==> config.mk <==
export PLATFORM = sky130hd
export DESIGN_NAME = multicycle_ctrl
export DESIGN_NICKNAME = d
export VERILOG_FILES = /design/src/rtl/multicycle_ctrl.sv
export SDC_FILE = /design/constraint.sdc
export NUM_CORES = 1
export LEC_CHECK = 0
export CORE_ASPECT_RATIO = 0.6
export CORE_MARGIN = 1.5
export CORE_UTILIZATION = 48
export CTS_BUF_LIST = sky130_fd_sc_hd__clkbuf_16
export DETAILED_ROUTE_END_ITERATION = 12
export GPL_TIMING_DRIVEN = 0
export PLACE_DENSITY = 0.81
export RECOVER_POWER = 100
export SLEW_MARGIN = 0
export SYNTH_ARGS = -nofsm -noshare
export SYNTH_HDL_FRONTEND = slang
export SYNTH_SLANG_ARGS = --single-unit
==> constraint.sdc <==
create_clock -name clk -period 3.7 [get_ports clk]
set_input_delay 0.37 -clock clk [delete_from_list [all_inputs] [get_ports clk]]
set_output_delay 0.37 -clock clk [all_outputs]
set_load 0.005 [all_outputs]
==> src/rtl/multicycle_ctrl.sv <==
// rtl/multicycle_ctrl.sv - multi-cycle FETCH/DECODE/EXEC/MEM/WB control sequencer for an RV32I datapath
//
// Purpose: steps each instruction through its state path, latches the decode
// fields in DECODE, handshakes with instruction/data memory and traps
// (sticky until reset) on illegal encodings.
//
// Ports:
//   clk, reset                 rising-edge clock, asynchronous active-high reset
//   opcode, f3, f7             decode fields from the datapath, sampled in DECODE
//   imem_ready, dmem_ready     memory completion strobes (FETCH / MEM only)
//   if_rd, ir_en               instruction fetch request / IR load
//   pc_en, reg_wr              PC update / register write, once per instruction
//   mem_rd, mem_wr             data memory read / write request
//   wb_ctrl, alu_op            writeback source select, ALU operation
//   alu_s1, alu_s2             ALU operand selects (PC / immediate)
//   branch_ctrl                branch condition code, 7 = unconditional
//   trap                       illegal instruction, held until reset
module multicycle_ctrl (
  input  logic       clk,
  input  logic       reset,
  input  logic [6:0] opcode,
  input  logic [2:0] f3,
  input  logic [6:0] f7,
  input  logic       imem_ready,
  input  logic       dmem_ready,
  output logic       if_rd,
  output logic       ir_en,
  output logic       pc_en,
  output logic       reg_wr,
  output logic       mem_rd,
  output logic       mem_wr,
  output logic [1:0] wb_ctrl,
  output logic [3:0] alu_op,
  output logic       alu_s1,
  output logic       alu_s2,
  output logic [2:0] branch_ctrl,
  output logic       trap
);

  typedef enum logic [2:0] {
    S_IDLE, S_FETCH, S_DECODE, S_EXEC, S_MEM, S_WB, S_TRAP
  } state_t;

  // C_NONE doubles as the "illegal encoding" result of classification.
  typedef enum logic [3:0] {
    C_NONE, C_R, C_I, C_LOAD, C_STORE, C_BRANCH, C_JAL, C_JALR, C_LUI, C_AUIPC
  } class_t;

  localparam logic [3:0] ALU_ADD  = 4'd0;
  localparam logic [3:0] ALU_PASS = 4'd10;

  state_t     state_q, state_d;
  class_t     cls_q, cls_d;
  logic [2:0] f3_q;
  logic       sub_q;   // f7[5]: selects SUB/SRA

  function automatic class_t classify(input logic [6:0] op_v,
                                      input logic [2:0] fn3,
                                      input logic [6:0] fn7);
    class_t c;
    c = C_NONE;
    case (op_v)
      7'b0110011: begin
        if (fn7 == 7'b0000000 ||
            (fn7 == 7'b0100000 && (fn3 == 3'b000 || fn3 == 3'b101)))
          c = C_R;
      end
      7'b0010011: begin
        // Only the shift-immediates carry a funct7; other I-ALU ops ignore it.
        case (fn3)
          3'b001:  if (fn7 == 7'b0000000) c = C_I;
          3'b101:  if (fn7 == 7'b0000000 || fn7 == 7'b0100000) c = C_I;
          default: c = C_I;
        endcase
      end
      7'b0000011: begin
        if (fn3 != 3'b011 && fn3 != 3'b110 && fn3 != 3'b111) c = C_LOAD;
      end
      7'b0100011: begin
        if (fn3 == 3'b000 || fn3 == 3'b001 || fn3 == 3'b010) c = C_STORE;
      end
      7'b1100011: begin
        if (fn3 != 3'b010 && fn3 != 3'b011) c = C_BRANCH;
      end
      7'b1101111: c = C_JAL;
      7'b1100111: begin
        if (fn3 == 3'b000) c = C_JALR;
      end
      7'b0110111: c = C_LUI;
      7'b0010111: c = C_AUIPC;
      default:    c = C_NONE;
    endcase
    return c;
  endfunction

  function automatic logic [3:0] alu_from_f3(input logic [2:0] fn3, input logic alt);
    logic [3:0] a;
    case (fn3)
      3'b000:  a = alt ? 4'd1 : 4'd0;
      3'b001:  a = 4'd2;
      3'b010:  a = 4'd3;
      3'b011:  a = 4'd4;
      3'b100:  a = 4'd5;
      3'b101:  a = alt ? 4'd7 : 4'd6;
      3'b110:  a = 4'd8;
      default: a = 4'd9;
    endcase
    return a;
  endfunction

  always_ff @(posedge clk or posedge reset) begin
    if (reset) begin
      state_q <= S_IDLE;
      cls_q   <= C_NONE;
      f3_q    <= 3'b000;
      sub_q   <= 1'b0;
    end else begin
      state_q <= state_d;
      if (state_q == S_DECODE) begin
        cls_q <= cls_d;
        f3_q  <= f3;
        sub_q <= f7[5];
      end
    end
  end

  assign cls_d = classify(opcode, f3, f7);

  always_comb begin
    state_d     = state_q;
    if_rd       = 1'b0;
    ir_en       = 1'b0;
    pc_en       = 1'b0;
    reg_wr      = 1'b0;
    mem_rd      = 1'b0;
    mem_wr      = 1'b0;
    wb_ctrl     = 2'b00;
    alu_op      = ALU_ADD;
    alu_s1      = 1'b0;
    alu_s2      = 1'b0;
    branch_ctrl = 3'd0;
    trap        = 1'b0;

    // Datapath controls come only from the latched class, so they stay
    // stable across EXEC/MEM/WB regardless of what the decode inputs do.
    if (state_q == S_EXEC || state_q == S_MEM || state_q == S_WB) begin
      case (cls_q)
        C_R: begin
          alu_op  = alu_from_f3(f3_q, sub_q);
          wb_ctrl = 2'b01;
        end
        C_I: begin
          alu_op  = alu_from_f3(f3_q, (f3_q == 3'b101) && sub_q);
          alu_s2  = 1'b1;
          wb_ctrl = 2'b01;
        end
        C_LOAD: begin
          alu_s2  = 1'b1;
          wb_ctrl = 2'b00;
        end
        C_STORE: begin
          alu_s2  = 1'b1;
        end
        C_BRANCH: begin
          alu_s1 = 1'b1;
          alu_s2 = 1'b1;
          case (f3_q)
            3'b000:  branch_ctrl = 3'd1;
            3'b001:  branch_ctrl = 3'd2;
            3'b100:  branch_ctrl = 3'd3;
            3'b101:  branch_ctrl = 3'd4;
            3'b110:  branch_ctrl = 3'd5;
            default: branch_ctrl = 3'd6;
          endcase
        end
        C_JAL: begin
          alu_s1      = 1'b1;
          alu_s2      = 1'b1;
          branch_ctrl = 3'd7;
          wb_ctrl     = 2'b10;
        end
        C_JALR: begin
          alu_s2      = 1'b1;
          branch_ctrl = 3'd7;
          wb_ctrl     = 2'b10;
        end
        C_LUI: begin
          alu_op  = ALU_PASS;
          alu_s2  = 1'b1;
          wb_ctrl = 2'b01;
        end
        C_AUIPC: begin
          alu_s1  = 1'b1;
          alu_s2  = 1'b1;
          wb_ctrl = 2'b01;
        end
        default: ;
      endcase
    end

    case (state_q)
      S_IDLE: state_d = S_FETCH;
      S_FETCH: begin
        if_rd = 1'b1;
        if (imem_ready) begin
          ir_en   = 1'b1;
          state_d = S_DECODE;
        end
      end
      S_DECODE: state_d = (cls_d == C_NONE) ? S_TRAP : S_EXEC;
      S_EXEC: begin
        case (cls_q)
          C_BRANCH: begin
            pc_en   = 1'b1;
            state_d = S_FETCH;
          end
          C_LOAD, C_STORE: state_d = S_MEM;
          default:         state_d = S_WB;
        endcase
      end
      S_MEM: begin
        mem_rd = (cls_q == C_LOAD);
        mem_wr = (cls_q == C_STORE);
        if (dmem_ready) begin
          // A store retires straight out of MEM; a load still needs WB.
          if (cls_q == C_STORE) begin
            pc_en   = 1'b1;
            state_d = S_FETCH;
          end else begin
            state_d = S_WB;
          end
        end
      end
      S_WB: begin
        reg_wr  = 1'b1;
        pc_en   = 1'b1;
        state_d = S_FETCH;
      end
      S_TRAP: trap = 1'b1;
      default: state_d = S_IDLE;
    endcase
  end

endmodule

# == Yosys cells after proc, flatten, opt, wreduce, memory -nomap -nowiden ==
# Index checks and enable logic that the tools add are counted.
# op_classes
n_eq_ne,40
n_mux,43
n_bitwise,1
reduce_logical,24
# op_table
operator,count
$pmux 4 s7,2
$pmux 4 s9,1
$eq 7x6->1 const B,4
$mux 3,8
$eq 3x3->1 const B,7
$eq 7x7->1 const B,3
$mux 1,19
$pmux 3 s6,1
$eq 4x3->1 const B,4
$eq 3x2->1 const B,5
$pmux 3 s5,1
$eq 7x5->1 const B,2
$pmux 3 s2,2
$pmux 4 s3,1
$eq 3x1->1 const B,3
$logic_not 3->1,3
$eq 4x2->1 const B,2
$eq 4x4->1 const B,2
$mux 2,4
$pmux 4 s2,1
$reduce_or 8->1,1
$eq 7x2->1 const B,1
$logic_not 7->1,1
$logic_or 1x1->1,7
other kinds (14),23
# word_totals
register_bits,11
in_bits,21
out_inout_bits,18
elab_cells,112

# == Longest topological paths before layout ==
# Gate-level depths: netlist of run 1.
# depth
word_depth,9
depth_mapped,7
ltp_nobuf,6

# == Worst setup path before layout of run 1 ==
# Ideal clock, no wire load.
# synth_path
path_kind,flip-flop to output port
startpoint,reg state_q[2]
endpoint,out alu_op[0]
arrival_time_ns,1.406
required_ns,3.330
slack_ns,1.924
path_stages_with_launch,7
path_buffers,0
cell_sequence,dfrtp_1 > inv_1 > and3_1 > nor2_1 > or2_2 > nand2b_4 > a2111oi_4
# synth_between
elab_chain_cells,4
word_cells_on_any_way,6
classes_between,eq/ne: 3; mux: 1; reduce/logical: 2
# synth_lines
item,line_no,text
"start, declared",52,"state_t state_q, state_d;"
"start signal, assigned",118,state_q <= state_d;
$eq 3x2->1 / $eq 3x3->1 (equally long branches),146,if (state_q == S_EXEC || state_q == S_MEM || state_q == S_WB) begin
$logic_or 1x1->1,146,
$logic_or 1x1->1 *,146,
$mux 4 *,146,
"end, declared",33,"output logic [3:0] alu_op,"
# Mark *: on every way between the ends. The rest lies on a longest branch, timed or not.

# == Final worst setup path of run 1 ==
# Ends and elaborated chain as after synthesis.

==> impl_metrics.toml, run 1 <==
[run_status]
status = "finished clean"

[timing]
period_share_pct = 75.11
finalSetupTns_ns = 0
finClkSkew_ns = 0.002941
max_freq_mhz = 359.8
setup_viol_count_final = 0
slew_headroom_pct = 60.80
min_period_ns = 2.779
final_hold_viol_count = 0
maxSlewViolCount = 0
rsz0062_at_grt = "false"
tightestPinTransition_ns = 0.5818

[yosys]
synthFlopType = "dfrtp_1"
synthTopCellsByArea = "dfrtp_1, nor2_1, a21oi_1"
synth_top_area_share_pct = 25.91
synth_cell_types = 42
synthArstFlopShare_pct = 100.0
syn-instance-count = 141
synth_edf_count = 0
ys.warnings.count = 0
post_synth.cell_area_avg_um2 = 7.534
syn-cell-area_um2 = 1062
synth.ff_latch_count = 11
synth_top_area_cell = "dfrtp_1"
seq_area_frac_synth_pct = 25.91
syn_nets = 162

[die]
dieArea_um2 = 2514
die_w_um = 63.73
fp.dieH_um = 39.44
start_util_pct = 54.01
io_pins = 39
core_area_um2 = 1967
rows = 12

[pwr]
leakage_nw = 0.6619
peakVddDrop_mv = 0.1961
power.density_nw_per_um2 = 232.7
finalPower_mw = 0.3590

[drt]
drt-pass1-iter-count = 5
vias = 1227
drc = 0
drtIter0Drc = 68
ant_nets = 0
wire_per_inst_um = 14.69
wl_mm = 3.099
via_per_inst = 5.815

[clock_tree]
cts_tree = "yes"
cts-resized-gates = 0
cts_made_buffers = 3
clockBufferDepth = 2
cts-htree-levels = 1
hold_buffers = 0
clk_latency_ns = 0.24
cts-root-buf = "clkbuf_16"
cts_setup_buffers = 0
clkTransAtPathRegs_ns = 0.04
clock_sinks = 11

[setup_path]
r2r_end = "cls_q[2]$_DFFE_PP0N_"
setup.worst_path.class = "flop to output pin"
start_kind = "flop"
worstPathArrival_ns = 2.41
r2r_setup_slack_ns = 1.83
crit_required_ns = 3.33
rr_worst_depth = 5
r2r_start = "state_q[0]$_DFFE_PP0P_"
path_max_fanout = 8
end_kind = "output pin"

[finish]
final_cell_mix = "nor2_1, dlygate4sd3_1, clkdlybuf4s50_1, nand2_1"
nFillCells = 141
drive_gt1_share_pct = 8.197
mostFrequentLayoutCell = "nor2_1"
final_nets = 205
syn2layout_area_growth_pct = 45.23
antennaDiodeCount = 0

[placed_design]
dp_hpwl_mm = 2.353
port_buffers = 38
place.gp.congestion = 0.8704

[worst_hold_path]
min_path_cells = 1
hold_class = "flop to flop"
hp-start = "sub_q$_DFFE_PP0N_"
min_to = "sub_q$_DFFE_PP0N_"

[grt]
gr-usage-all-layers_pct = 29.11
grt_overflow = 0
grt_pass1_vias = 1098
antenna_found_initial = 0
grt_max_degree = 12
grt_pass1_wl_mm = 5.264

[flow_run]
cap_viol_max_count = 0
worst max path at each step:
stage / from / end
floorplan: state_q[2]$_DFFE_PP0P_ / alu_op[0]
global placement: state_q[2]$_DFFE_PP0P_ / alu_op[0]
detailed placement: state_q[2]$_DFFE_PP0P_ / alu_op[0]
CTS: state_q[2]$_DFFE_PP0P_ / alu_op[0]
global route: state_q[2]$_DFFE_PP0P_ / alu_op[0]
finish: state_q[2]$_DFFE_PP0P_ / alu_op[0]
critical path: stages (launching register included):
cell	delay, ns
dfrtp_1	0.46
inv_1	0.12
and3_1	0.23
nor2_1	0.09
or2_2	0.32
nand2b_4	0.16
a2111oi_4	0.18
dlygate4sd3_1	0.60
layer usage:
metal	wire, um	vias to the layer above	GRT usage, %
li1	-	588	-
met1	1393	564	36.03
met2	1387	59	49.74
met3	203	16	7.184
met4	113	0	12.50
met5	0	-	0
per-stage QoR:
stage          cells  utilization (%)  instance area [um2]  hold slack [ns]  setup slack [ns]
5_1_grt          211            78.44                 1543           0.5456            0.8261
4_1_cts          211            79.13                 1556           0.4513            0.9887
3_3_place_gp     207            75.13                 1478           0.4990             1.297
2_1_floorplan    141                -                 1062           0.2224             1.924
6_report         211            78.44                 1543           0.5134            0.9208
3_5_place_dp     207            75.13                 1478           0.5053             1.250
registers in the layout, summed over array words and instances, names as in the netlist:
signal   flops
f3_q         3
cls_q        4
state_q      3
sub_q        1
final cells by class:
cell class	instances	area (um2)	area share [%]
Inverter	9	33.78	2.190
Tap cell	28	35.03	2.271
Clock buffer	3	75.07	4.866
Multi-Input combinational cell	114	711.9	46.15
Buffer	7	27.53	1.784
Clock inverter	1	3.754	0.2433
Sequential cell	11	275.3	17.84
Timing Repair Buffer	38	380.4	24.66
logic make-up after synthesis:
kind of cell	share of synthesized area, %
buf+inv	6.595
compound gates	25.33
simple gates	32.86
flops	25.91
mux	5.182
xor+xnor	4.123
power by group:
part	internal, mW	total [mW]	switching, mW
Clock	0.142	0.195	0.0531
Sequential	0.121	0.121	0
Combinational	0.0242	0.0433	0.0191
Total	0.287	0.359	0.0723
synthesized netlist by cell type (all sizes together), types with 3 or more instances:
library cell,instances
inv,9
nand2b,6
nand3,3
nor2b,3
mux2,4
a21oi,11
xor2,3
nor3,6
nand2,13
buf,3
clkbuf,4
nor2,24
o21ai,9
a31oi,3
dfrtp,11
(Power assumes the default switching activity.)
==> inputs of run 2 (changes only) <==
--- a/config.mk
+++ b/config.mk
@@ -7,11 +7,11 @@
 export LEC_CHECK = 0
 export CORE_ASPECT_RATIO = 0.6
 export CORE_MARGIN = 1.5
-export CORE_UTILIZATION = 48
+export CORE_UTILIZATION = 44
 export CTS_BUF_LIST = sky130_fd_sc_hd__clkbuf_16
 export DETAILED_ROUTE_END_ITERATION = 12
 export GPL_TIMING_DRIVEN = 0
-export PLACE_DENSITY = 0.81
+export PLACE_DENSITY = 0.75
 export RECOVER_POWER = 100
 export SLEW_MARGIN = 0
 export SYNTH_ARGS = -nofsm -noshare
==> constraint.sdc (replaced) <==
create_clock -name clk -period 2.9 [get_ports clk]
set_input_delay 0.29 -clock clk [delete_from_list [all_inputs] [get_ports clk]]
set_output_delay 0.29 -clock clk [all_outputs]
set_load 0.005 [all_outputs]
==> impl_metrics.toml, run 2 (synthesis results as in run 1) <==
[clock_tree]
clkTransAtPathRegs_ns = 0.05
cts_setup_buffers = 0
cts_tree = "yes"
cts_made_buffers = 3
cts-root-buf = "clkbuf_16"
clockBufferDepth = 2
hold_buffers = 0
clk_latency_ns = 0.24
cts-htree-levels = 1
clock_sinks = 11
cts-resized-gates = 0

[pwr]
finalPower_mw = 0.4602
leakage_nw = 0.6606
power.density_nw_per_um2 = 298.8
peakVddDrop_mv = 0.1825

[die]
rows = 13
io_pins = 39
fp.dieH_um = 41.06
start_util_pct = 47.67
dieArea_um2 = 2728
core_area_um2 = 2228
die_w_um = 66.43

[setup_path]
crit_required_ns = 2.61
setup.worst_path.class = "flop to output pin"
end_kind = "output pin"
worstPathArrival_ns = 2.36
start_kind = "flop"
crit_path_cell_trace = "inv_1 -> and3_1 -> nor2_1 -> or2_2 -> nand2b_4 -> a2111oi_4 -> dlygate4sd3_1"
critPathMaxStageDelay_ns = 0.60
crit_buf_inv = 2
path_max_fanout = 8
critPathLaunch = "state_q[2]$_DFFE_PP0P_"
crit_slowest_cell = "dlygate4sd3_1"
r2r_start = "state_q[0]$_DFFE_PP0P_"
crit_family = "simple AND/OR/NAND/NOR gates"

[drt]
wl_mm = 2.788
drtIter0Drc = 37
drt-pass1-iter-count = 4
wire_per_inst_um = 13.09
vias = 1119
drc = 0
ant_nets = 0
via_per_inst = 5.254

[timing]
finClkSkew_ns = 0.006147
final_hold_viol_count = 0
fin_ws_ns = 0.2507
setup_viol_count_final = 0
maxSlewViolCount = 0
rsz0062_at_grt = "false"
period_share_pct = 91.35
max_freq_mhz = 377.5
tightestPinTransition_ns = 0.5354
min_period_ns = 2.649
slew_headroom_pct = 63.93
finalSetupTns_ns = 0

[finish]
reg_top3 = "cls_q: 4 flops, f3_q: 3 flops, state_q: 3 flops"
top_register = "cls_q"
drive_gt1_share_pct = 7.650
final_nets = 205
final_cell_mix = "nor2_1, dlygate4sd3_1, clkdlybuf4s50_1, nand2_1"
post-route-util_pct = 69.12
syn2layout_area_growth_pct = 44.99
largest_reg_flops = 4
antennaDiodeCount = 0
mostFrequentLayoutCell = "nor2_1"
final_area_um2 = 1540

[placed_design]
dp_hpwl_mm = 2.213
port_buffers = 38
place.gp.congestion = 0.8782
place_area_um2 = 1480
pre_cts_slack_ns = 0.5635

[grt]
antenna_found_initial = 0
grt_pass1_vias = 920
grt_pass1_wl_mm = 4.478
grt_max_degree = 12
gr-usage-all-layers_pct = 22.62
grt_overflow = 0

[worst_hold_path]
hold_class = "input port to async pin"

[flow_run]
cap_viol_max_count = 0

[run_status]
status = "finished clean"
## run 2: cell count changes in the layout (fill, tap and decap cells not counted)
cell    change
nor3_1      +1
nor3_2      -1
## run 2: routing by layer
layer	vias to the layer above	global-route usage, %	wire length, um
li1	587	-	-
met1	499	35.41	1501
met5	-	0	0
met3	2	4.945	154
met4	0	3.061	8
met2	31	31.50	1123
## run 2: path summary, 6_finish.rpt
| check | end | slack (ns) | cells after the start |
|---|---|---|---|
| setup / recovery | alu_op[0] | 0.25 | 7 |
| hold / removal | cls_q[1]$_DFFE_PP0N_ | 0.49 | 2 |
| setup reg to reg | f3_q[2]$_DFFE_PP0N_ | 1.09 | 5 |
| hold reg to reg | sub_q$_DFFE_PP0N_ | 0.51 | 1 |
| max in group asynchronous | state_q[2]$_DFFE_PP0P_ | 2.11 | 2 |
| min in group clk | sub_q$_DFFE_PP0N_ | 0.51 | 1 |
## run 2: metrics by stage
stage                     std cells  hold WS (ns)
after floorplan                 141        0.1424
after global placement          209        0.5002
after detailed placement        209        0.5050
after CTS                       213        0.3669
after global routing            213        0.5343
final                           213        0.4870
## run 2: power by group
group / total [mW] / internal (mW) / switching, mW
clock network: 0.252 / 0.181 / 0.0704
registers: 0.154 / 0.154 / 0
logic: 0.0545 / 0.0307 / 0.0238
## run 2: layout make-up
class / instances / area [um2]
clock buffer: 3 / 75.07
timing repair buffer: 38 / 380.4
tap: 30 / 37.54
multi-input combinational: 114 / 706.9
fill: 187 / 688.2
sequential: 11 / 275.3
inverter: 9 / 33.78
clock inverter: 1 / 3.754
buffer: 7 / 27.53
## run 2: worst reg2reg max path: cells and delay by family (launching register included)
family        cells  cell delay (ns)
buf+inv           2             0.54
flops             1             0.42
mux               1             0.39
simple gates      2             0.34
